## src/rtl/tim1_pkg.sv

```systemverilog
// Shared definitions for the TIM1 time-base: CR1 bit positions, CMS encodings
// and reset constants.
package tim1_pkg;

    localparam int unsigned CR1_CEN     = 0;
    localparam int unsigned CR1_UDIS    = 1;
    localparam int unsigned CR1_URS     = 2;
    localparam int unsigned CR1_OPM     = 3;
    localparam int unsigned CR1_DIR     = 4;
    localparam int unsigned CR1_CMS_LSB = 5;
    localparam int unsigned CR1_CMS_MSB = 6;
    localparam int unsigned CR1_ARPE    = 7;

    typedef enum logic [1:0] {
        CMS_EDGE    = 2'b00,
        CMS_CENTER1 = 2'b01,
        CMS_CENTER2 = 2'b10,
        CMS_CENTER3 = 2'b11
    } cms_t;

    localparam logic RST_DIR      = 1'b0;
    localparam logic RST_OPM_HALT = 1'b0;
    localparam logic RST_PULSE    = 1'b0;

    function automatic logic cms_is_center(input cms_t cms);
        return cms != CMS_EDGE;
    endfunction

endpackage

```

## src/rtl/tim1_prescaler.sv

```systemverilog
// TIM1 prescaler: preload/shadow pair and divide counter producing the
// counter tick; UG restarts the division.
module tim1_prescaler
    import tim1_pkg::*;
#(
    parameter int unsigned PSC_W = 16
) (
    input  logic             clk,
    input  logic             rst,
    input  logic             i_en,
    input  logic             i_ug,
    input  logic             i_load,
    input  logic             i_psc_wr,
    input  logic [PSC_W-1:0] i_psc_data,
    output logic             o_tick
);

    logic [PSC_W-1:0] psc_cnt;
    logic [PSC_W-1:0] psc_shadow;
    logic [PSC_W-1:0] psc_preload;

    assign o_tick = i_en && (psc_cnt == psc_shadow);

    always_ff @(posedge clk or posedge rst) begin
        if (rst) begin
            psc_cnt     <= '0;
            psc_shadow  <= '0;
            psc_preload <= '0;
        end else begin
            if (i_psc_wr)
                psc_preload <= i_psc_data;
            // Shadow takes the preload as it was before any same-cycle write.
            if (i_load)
                psc_shadow <= psc_preload;
            if (i_ug || o_tick)
                psc_cnt <= '0;
            else if (i_en)
                psc_cnt <= psc_cnt + PSC_W'(1);
        end
    end

endmodule

```

## src/rtl/tim1_timebase_ctrl.sv

```systemverilog
// TIM1 time-base sequencer: counter, ARR preload/shadow, update-event logic.
// Optional repetition counter enabled by defining TIM1_RCR_EN.
module tim1_timebase_ctrl
    import tim1_pkg::*;
#(
    parameter int unsigned CNT_W = 16,
    parameter int unsigned PSC_W = 16
) (
    input  logic             clk,
    input  logic             rst,
    input  logic [7:0]       i_cr1,
    input  logic             i_psc_wr,
    input  logic [PSC_W-1:0] i_psc_data,
    input  logic             i_arr_wr,
    input  logic [CNT_W-1:0] i_arr_data,
`ifdef TIM1_RCR_EN
    input  logic             i_rcr_wr,
    input  logic [7:0]       i_rcr_data,
`endif
    input  logic             i_ug,
    output logic [CNT_W-1:0] o_cnt,
    output logic             o_dir,
    output logic             o_uev,
    output logic             o_uif_set,
    output logic             o_cen_clr,
    output logic [CNT_W-1:0] o_arr_active
);

    logic cen, udis, urs, opm, dir_in, arpe, center;
    cms_t cms;

    assign cen    = i_cr1[CR1_CEN];
    assign udis   = i_cr1[CR1_UDIS];
    assign urs    = i_cr1[CR1_URS];
    assign opm    = i_cr1[CR1_OPM];
    assign dir_in = i_cr1[CR1_DIR];
    assign arpe   = i_cr1[CR1_ARPE];
    assign cms    = cms_t'(i_cr1[CR1_CMS_MSB:CR1_CMS_LSB]);
    assign center = cms_is_center(cms);

    logic [CNT_W-1:0] cnt, cnt_next;
    logic [CNT_W-1:0] arr_preload, arr_active;
    logic             dir_q, dir_next;
    logic             opm_halt;
    logic             uev_q, uif_q, cen_clr_q;
    logic             enable, tick, arr_zero;
    logic             ovf_udf, cnt_evt, uev_now, uif_now, cen_clr_now;

    assign enable   = cen && !opm_halt;
    assign arr_zero = (arr_active == '0);

    tim1_prescaler #(
        .PSC_W (PSC_W)
    ) u_psc (
        .clk        (clk),
        .rst        (rst),
        .i_en       (enable),
        .i_ug       (i_ug),
        .i_load     (uev_now),
        .i_psc_wr   (i_psc_wr),
        .i_psc_data (i_psc_data),
        .o_tick     (tick)
    );

    always_comb begin
        cnt_next = cnt;
        dir_next = center ? dir_q : RST_DIR;
        ovf_udf  = 1'b0;
        if (i_ug) begin
            // UG wins over a same-cycle wrap; edge-down restarts from the reload value.
            dir_next = RST_DIR;
            cnt_next = (!center && dir_in) ? arr_preload : '0;
        end else if (tick && arr_zero) begin
            cnt_next = '0;
        end else if (tick) begin
            if (!center) begin
                if (!dir_in) begin
                    if (cnt == arr_active) begin
                        cnt_next = '0;
                        ovf_udf  = 1'b1;
                    end else begin
                        cnt_next = cnt + CNT_W'(1);
                    end
                end else begin
                    if (cnt == '0) begin
                        cnt_next = arr_active;
                        ovf_udf  = 1'b1;
                    end else begin
                        cnt_next = cnt - CNT_W'(1);
                    end
                end
            end else if (!dir_q) begin
                if (cnt == arr_active) begin
                    cnt_next = arr_active - CNT_W'(1);
                    dir_next = 1'b1;
                    ovf_udf  = 1'b1;
                end else begin
                    cnt_next = cnt + CNT_W'(1);
                end
            end else begin
                if (cnt <= CNT_W'(1)) begin
                    cnt_next = '0;
                    dir_next = 1'b0;
                    ovf_udf  = 1'b1;
                end else begin
                    cnt_next = cnt - CNT_W'(1);
                end
            end
        end
    end

`ifdef TIM1_RCR_EN
    logic [7:0] rep_cnt;
    logic [7:0] rcr_preload;
    logic       rep_zero;

    assign rep_zero = (rep_cnt == '0);
    assign cnt_evt  = ovf_udf && rep_zero && !udis;

    always_ff @(posedge clk or posedge rst) begin
        if (rst) begin
            rep_cnt     <= '0;
            rcr_preload <= '0;
        end else begin
            if (i_rcr_wr)
                rcr_preload <= i_rcr_data;
            if (uev_now)
                rep_cnt <= rcr_preload;
            else if (ovf_udf && !rep_zero)
                rep_cnt <= rep_cnt - 8'd1;
        end
    end
`else
    assign cnt_evt = ovf_udf && !udis;
`endif

    assign uev_now     = i_ug || cnt_evt;
    assign uif_now     = i_ug ? !urs : cnt_evt;
    assign cen_clr_now = cnt_evt && opm;

    always_ff @(posedge clk or posedge rst) begin
        if (rst) begin
            cnt         <= '0;
            dir_q       <= RST_DIR;
            arr_preload <= '0;
            arr_active  <= '0;
            opm_halt    <= RST_OPM_HALT;
            uev_q       <= RST_PULSE;
            uif_q       <= RST_PULSE;
            cen_clr_q   <= RST_PULSE;
        end else begin
            cnt       <= cnt_next;
            dir_q     <= dir_next;
            uev_q     <= uev_now;
            uif_q     <= uif_now;
            cen_clr_q <= cen_clr_now;
            if (!cen)
                opm_halt <= 1'b0;
            else if (cen_clr_now)
                opm_halt <= 1'b1;
            if (i_arr_wr)
                arr_preload <= i_arr_data;
            if (i_arr_wr && !arpe)
                arr_active <= i_arr_data;
            else if (uev_now && arpe)
                arr_active <= arr_preload;
        end
    end

    assign o_cnt        = cnt;
    assign o_dir        = center ? dir_q : dir_in;
    assign o_uev        = uev_q;
    assign o_uif_set    = uif_q;
    assign o_cen_clr    = cen_clr_q;
    assign o_arr_active = arr_active;

endmodule

```

## config.mk

```make
export PLATFORM = sky130hd
export DESIGN_NAME = tim1_timebase_ctrl
export DESIGN_NICKNAME = d
export VERILOG_FILES = /design/src/rtl/tim1_pkg.sv /design/src/rtl/tim1_prescaler.sv /design/src/rtl/tim1_timebase_ctrl.sv
export SDC_FILE = /design/constraint.sdc
export NUM_CORES = 1
export LEC_CHECK = 0
export ABC_AREA = 0
export CAP_MARGIN = 5
export CORE_UTILIZATION = 50
export DETAILED_ROUTE_END_ITERATION = 10
export PLACE_DENSITY = 0.77
export SLEW_MARGIN = 20
export SYNTH_ARGS = -nofsm -noshare
export SYNTH_HDL_FRONTEND = slang
export SYNTH_HIERARCHICAL = 1
export SYNTH_SLANG_ARGS = --single-unit
```

## constraint.sdc

```tcl
create_clock -name clk -period 5.1 [get_ports clk]
set_input_delay 0.765 -clock clk [delete_from_list [all_inputs] [get_ports clk]]
set_output_delay 0.765 -clock clk [all_outputs]
set_load 0.03 [all_outputs]
```

==> results of run 1 <==
[power groups by stage]
stage / logic (W) / clock network, W / registers, W
after global placement: 0.000468 / 0 / 0.000984
after floorplan: 0.000328 / 0 / 0.000962
after detailed placement: 0.000479 / 0 / 0.000986
after global routing: 0.000531 / 0.000768 / 0.000983
final: 0.000485 / 0.000731 / 0.000976
after CTS: 0.000482 / 0.000738 / 0.000971
[per-stage QoR]
stage	instance area (um2)	hold slack, ns
finish	7650	0.510
global route	7650	0.529
CTS	7650	0.511
detailed placement	7330	0.488
global placement	7330	0.479
floorplan	6520	0.464
[state kept, by name (all words and copies together), names as in the netlist]
register           flops
o_uif_set              1
arr_preload           16
u_psc/psc_cnt         16
o_cen_clr              1
u_psc/psc_preload     16
o_cnt                 16
u_psc/psc_shadow      16
opm_halt               1
dir_q                  1
o_uev                  1
o_arr_active          16
[kinds of logic after synthesis]
group / share of synthesized area [%]
AO/OA/AOI/OAI: 17.7
flip-flops: 38.8
XOR/XNOR: 11.8
multiplexers: 6.93
AND/OR/NAND/NOR: 16.2
adder cells (fa/ha/maj): 1.34
buffers and inverters: 7.24
[cells in the mapped netlist, types with 4 or more instances]
| cell | number | area share, % |
|---|---|---|
| dfrtp_1 | 101 | 39 |
| xnor2_1 | 65 | 8.7 |
| o21ai_0 | 61 | 4.7 |
| nand2_1 | 56 | 3.2 |
| inv_1 | 47 | 2.7 |
| nor2_1 | 44 | 2.5 |
| clkbuf_1 | 39 | 2.2 |
| mux2_2 | 33 | 5.7 |
| a21oi_1 | 24 | 1.8 |
| xor2_1 | 23 | 3.1 |
| nand4_1 | 18 | 1.7 |
| nor3_1 | 17 | 1.3 |
| a31oi_1 | 16 | 1.5 |
| o32ai_1 | 16 | 2.2 |
| nand3_1 | 14 | 1.1 |
| nor4_1 | 13 | 1.2 |
| a22oi_1 | 11 | 1.3 |
| buf_2 | 11 | 0.84 |
| o211ai_1 | 10 | 1.2 |
| mux2i_1 | 8 | 1.2 |
| nand2b_1 | 8 | 0.77 |
| buf_1 | 7 | 0.40 |
| ha_1 | 7 | 1.3 |
| o221ai_1 | 5 | 0.67 |
| a221o_1 | 4 | 0.61 |
| a221oi_1 | 4 | 0.54 |
| buf_6 | 4 | 0.69 |
| or2_1 | 4 | 0.38 |
[layer usage]
| layer | vias to the layer above | global-route usage (%) | wire length, um |
|---|---|---|---|
| met5 | - | 0 | 0 |
| met2 | 315 | 45.0 | 8780 |
| met1 | 2818 | 42.5 | 8070 |
| met3 | 57 | 6.54 | 1840 |
| met4 | 0 | 14.3 | 563 |
| li1 | 2633 | - | - |
[final cells by class]
type	count	area share, %
Tap cell	172	2.81
Timing Repair Buffer	92	11.6
Inverter	47	2.31
Sequential cell	101	33.0
Clock inverter	6	1.01
Clock buffer	10	3.12
Multi-Input combinational cell	510	46.1
[worst paths after layout]
| path | slack [ns] | end | from | cells after the start |
|---|---|---|---|---|
| max | 0.81 | u_psc/psc_shadow[13]$_DFFE_PP0P_ | i_cr1[0] | 9 |
| min | 0.51 | u_psc/psc_preload[2]$_DFFE_PP0P_ | u_psc/psc_preload[2]$_DFFE_PP0P_ | 1 |
| max reg2reg | 1.30 | u_psc/psc_shadow[13]$_DFFE_PP0P_ | u_psc/psc_cnt[0]$_DFFE_PP0P_ | 9 |
| min reg2reg | 0.51 | u_psc/psc_preload[2]$_DFFE_PP0P_ | u_psc/psc_preload[2]$_DFFE_PP0P_ | 1 |
| max in group asynchronous | 3.51 | u_psc/psc_preload[12]$_DFFE_PP0P_ | rst | 2 |
| min in group asynchronous | 0.98 | opm_halt$_DFFE_PP0P_ | rst | 3 |
[worst max-delay path, cell delays in order]
cell	delay, ns
clkdlybuf4s50_1	0.48
nor2b_1	0.50
nand2_1	0.21
nor4_1	0.65
o41ai_4	0.22
or2_1	0.36
nor3_4	0.20
or2_1	0.71
mux2_2	0.42
==> results.py, run 1 <==
metrics = {
    "sta": {
        "rsz0062_at_grt": "no",
        "fin_crit_sh_pct": 84.2,
        "slew_headroom_pct": 36.1,
        "period_minus_slack_ns": 4.29,
        "tightest_slew_ns": 0.957,
        "final-hold-violation-count": 0,
        "fin_ws_ns": 0.806,
        "max_freq_mhz": 233,
        "finalSetupViolCount": 0,
        "slew_viol_final": 0,
        "fin_setup_tns_ns": 0,
        "finClkSkew_ns": 0.00861,
    },
    "finish": {
        "mostFrequentLayoutCells": "101 x dfrtp_1, 80 x clkdlybuf4s50_1, 65 x xnor2_1, 60 x o21ai_0, 56 x nand2_1",
        "drive_gt1_share_pct": 9.92,
        "layout_commonest_cell": "dfrtp_1",
        "final_cells": 938,
        "antennaDiodeCount": 0,
        "fin_nets": 813,
        "postLayoutCoreUtil_pct": 60.4,
        "fillers": 1100,
        "area.sequential_mm2": 0.00253,
        "syn2layout_area_growth_pct": 17.4,
        "multi_input_comb_area_mm2": 0.00352,
    },
    "synthesis": {
        "postSynthCellCount": 721,
        "synth_area_per_cell_um2": 9.04,
        "synth-async-reset-ratio_pct": 100,
        "syn_nets": 773,
        "synth_warnings": 6,
        "ys_seq_area_share_pct": 38.8,
        "synth_edf_count": 0,
        "yosysUniqueCellTypes": 63,
        "synth_flop_cell": "dfrtp_1",
        "synth_seq_cells": 101,
        "syn_area_mm2": 0.00652,
    },
    "routing": {
        "first_iter_violations": 757,
        "drt_wl_total_mm": 19.3,
        "ant_nets": 0,
        "vias": 5823,
        "wl_per_cell_um": 20.5,
        "drt_first_pass_iters": 5,
        "drc": 0,
        "vias_per_cell": 6.21,
    },
    "clock_network": {
        "clock_path_buffers": 2,
        "cts_made_buffers": 9,
        "cts_setup_buffers": 0,
        "cts-hold-fix-buffers": 0,
        "cts_sinks": 101,
        "htreeDepth": 3,
        "root_buffer": "clkbuf_16",
        "cts_tree": "built",
        "post_cts_resized": 0,
        "clk_pin_slew_ns": 0.07,
        "insertion_delay_ns": 0.36,
    },
    "setup_path": {
        "start_kind": "input pin",
        "worstSetupEndpointType": "flop",
        "critPathKind": "input pin to flop",
        "cp.arrival_ns": 4.54,
        "crit_fanout": 19,
        "crit_required_ns": 5.34,
    },
    "power": {
        "p_clk_share_pct": 33.4,
        "intPower_w": 0.00149,
        "swShare_pct": 32.1,
        "power_w": 0.00219,
        "power.switching_w": 0.000704,
        "leakage_nw": 3.05,
        "pwr-share-comb_pct": 22.1,
        "p_per_area_mw_per_mm2": 286,
        "irDropWorstVdd_mv": 0.191,
        "seqPwrFrac_pct": 44.5,
    },
    "grt": {
        "grt_max_degree": 54,
        "antenna_found_initial": 0,
        "track_usage_pct": 30.4,
        "grt_pass1_vias": 5734,
        "overflow": 0,
        "grt_pass1_wl_mm": 30.8,
    },
    "floorplan": {
        "die_x_um": 116,
        "core_mm2": 0.0127,
        "die_area_mm2": 0.0135,
        "rows": 41,
        "die_h_um": 116,
        "initial_core_util_pct": 51.4,
        "io_pins": 81,
    },
    "hold_path": {
        "hold_path_class": "flop to flop",
    },
    "placed_design": {
        "hpwl_mm": 13.5,
        "portBuffers": 80,
        "place_inst": 922,
        "place_congestion": 1.02,
        "detailedPlace.worstSlack_ns": 0.439,
    },
    "run": {
        "max_cap_viol_count": 0,
    },
    "run_status": {
        "status": "finished clean",
    },
}
(Power assumes the default switching activity.)
==> run 2, diff against run 1 <==
- clock period: 5.1 -> 4.49 ns (I/O delays scaled with it)
==> run 2 against run 1 <==
Clock skew grew 0.0040 ns. Register-to-register slack lost 0.29 ns. Power grew 13%. Non-clock buffer count grew 4. Final cell count grew 0.43%. Critical path type unchanged. Largest cell class unchanged. Highest routed layer unchanged.
==> results.py, run 2 (same netlist as run 1, synthesis figures left out) <==
metrics = {
    "run_status": {
        "status": "finished clean",
    },
    "clock_network": {
        "htreeDepth": 3,
        "cts_made_buffers": 9,
        "insertion_delay_ns": 0.36,
        "cts_sinks": 101,
        "clk_pin_slew_ns": 0.07,
        "cts_tree": "built",
        "cts_setup_buffers": 0,
        "root_buffer": "clkbuf_16",
        "cts-hold-fix-buffers": 0,
        "clock_path_buffers": 2,
        "post_cts_resized": 0,
    },
    "placed_design": {
        "placed_cell_area_mm2": 0.00736,
        "portBuffers": 80,
        "place_congestion": 0.981,
        "hpwl_mm": 13.7,
    },
    "power": {
        "p_per_area_mw_per_mm2": 323,
        "leakage_nw": 3.07,
        "irDropWorstVdd_mv": 0.257,
    },
    "floorplan": {
        "die_x_um": 116,
        "die_h_um": 116,
        "initial_core_util_pct": 51.4,
        "io_pins": 81,
        "rows": 41,
        "core_mm2": 0.0127,
        "die_area_mm2": 0.0135,
    },
    "setup_path": {
        "slowest_stage": "nor4_1",
        "cpPeakStageDelay_ns": 0.56,
        "crit_chain": "clkdlybuf4s50_1 > nor2b_1 > buf_4 > nand2_1 > nor4_1 > o41ai_4 > or2_1 > nor3_4 > or2_1 > buf_4 > mux2_2",
        "critPathKind": "input pin to flop",
        "crit_fanout": 33,
        "worstSetupEndpointType": "flop",
        "start_kind": "input pin",
        "crit_required_ns": 4.72,
        "cp.arrival_ns": 3.76,
    },
    "sta": {
        "tightest_slew_ns": 1.09,
        "final-hold-violation-count": 0,
        "rsz0062_at_grt": "no",
        "finalSetupViolCount": 0,
        "finClkSkew_ns": 0.0127,
        "slew_headroom_pct": 27.2,
        "period_minus_slack_ns": 3.52,
        "fin_setup_tns_ns": 0,
        "fin_crit_sh_pct": 78.5,
        "slew_viol_final": 0,
        "max_freq_mhz": 284,
    },
    "finish": {
        "antennaDiodeCount": 0,
        "mostFrequentLayoutCells": "101 x dfrtp_1, 79 x clkdlybuf4s50_1, 65 x xnor2_1, 61 x o21ai_0, 56 x nand2_1",
        "fin_nets": 817,
        "layout_commonest_cell": "dfrtp_1",
        "syn2layout_area_growth_pct": 17.7,
        "postLayoutCoreUtil_pct": 60.5,
        "final_area_mm2": 0.00767,
        "drive_gt1_share_pct": 10.5,
    },
    "grt": {
        "track_usage_pct": 30.1,
        "overflow": 0,
        "grt_pass1_wl_mm": 30.2,
        "antenna_found_initial": 0,
        "grt_max_degree": 49,
        "grt_pass1_vias": 5515,
    },
    "routing": {
        "first_iter_violations": 609,
        "ant_nets": 0,
        "drt_first_pass_iters": 7,
        "drt_wl_total_mm": 19.2,
        "vias_per_cell": 6.15,
        "vias": 5790,
        "wl_per_cell_um": 20.4,
        "drc": 0,
    },
    "hold_path": {
        "hold_path_class": "flop to flop",
    },
    "run": {
        "max_cap_viol_count": 0,
    },
}
run 2: changes by cell type in the layout (fill, tap and decap cells not counted), sizes merged:
cell | previous run | this run
clkinv | 2 | 3
inv | 49 | 48
buf | 12 | 17
clkdlybuf4s50 | 80 | 79
run 2: stage by stage:
step                setup WS, ns  cells  hold WS (ns)  total power [W]
finish                     0.966    942         0.502          0.00248
global route               0.800    942         0.526          0.00259
CTS                        0.979    942         0.505          0.00249
detailed placement         0.603    926         0.490          0.00167
global placement           0.614    926         0.479          0.00165
floorplan                  0.620    721         0.464          0.00147
run 2: worst max-delay path: cells and delay by family:
kind	cells	cell delay (ns)
AOI/OAI and AO/OA	1	0.21
and+or+nand+nor	6	1.47
buffers and inverters	3	0.98
muxes	1	0.40
run 2: layout make-up:
cell class | instances | area (um2)
clock buffer | 10 | 239
clock inverter | 6 | 70.1
fill | 1102 | 5000
inverter | 47 | 178
multi-input combinational | 510 | 3520
sequential | 101 | 2530
tap | 172 | 215
timing repair buffer | 96 | 916
run 2: worst paths after layout:
path / depth (start not counted) / startpoint / slack (ns) / end
setup / recovery: 11 / i_cr1[0] / 0.97 / u_psc/psc_shadow[5]$_DFFE_PP0P_
max in group asynchronous: 3 / rst / 2.91 / o_cnt[8]$_DFFE_PP0P_
min in group asynchronous: 2 / rst / 0.77 / dir_q$_DFF_PP0_
hold reg to reg: 1 / opm_halt$_DFFE_PP0P_ / 0.50 / opm_halt$_DFFE_PP0P_
hold / removal: 1 / opm_halt$_DFFE_PP0P_ / 0.50 / opm_halt$_DFFE_PP0P_
setup reg to reg: 10 / u_psc/psc_cnt[8]$_DFFE_PP0P_ / 1.01 / u_psc/psc_shadow[5]$_DFFE_PP0P_
run 2: power by group:
part,switching (W),total [W],internal [W],leakage [nW]
registers,0.000118,0.00110,0.000983,1.26
logic,0.000313,0.000565,0.000252,1.65
clock network,0.000359,0.000812,0.000453,0.152
run 2: per-layer routing:
metal	wire, um	vias up	GRT usage, %
li1	-	2626	-
met1	8230	2795	42.1
met2	8860	327	45.8
met3	1670	42	6.54
met4	484	0	11.5
met5	0	-	0
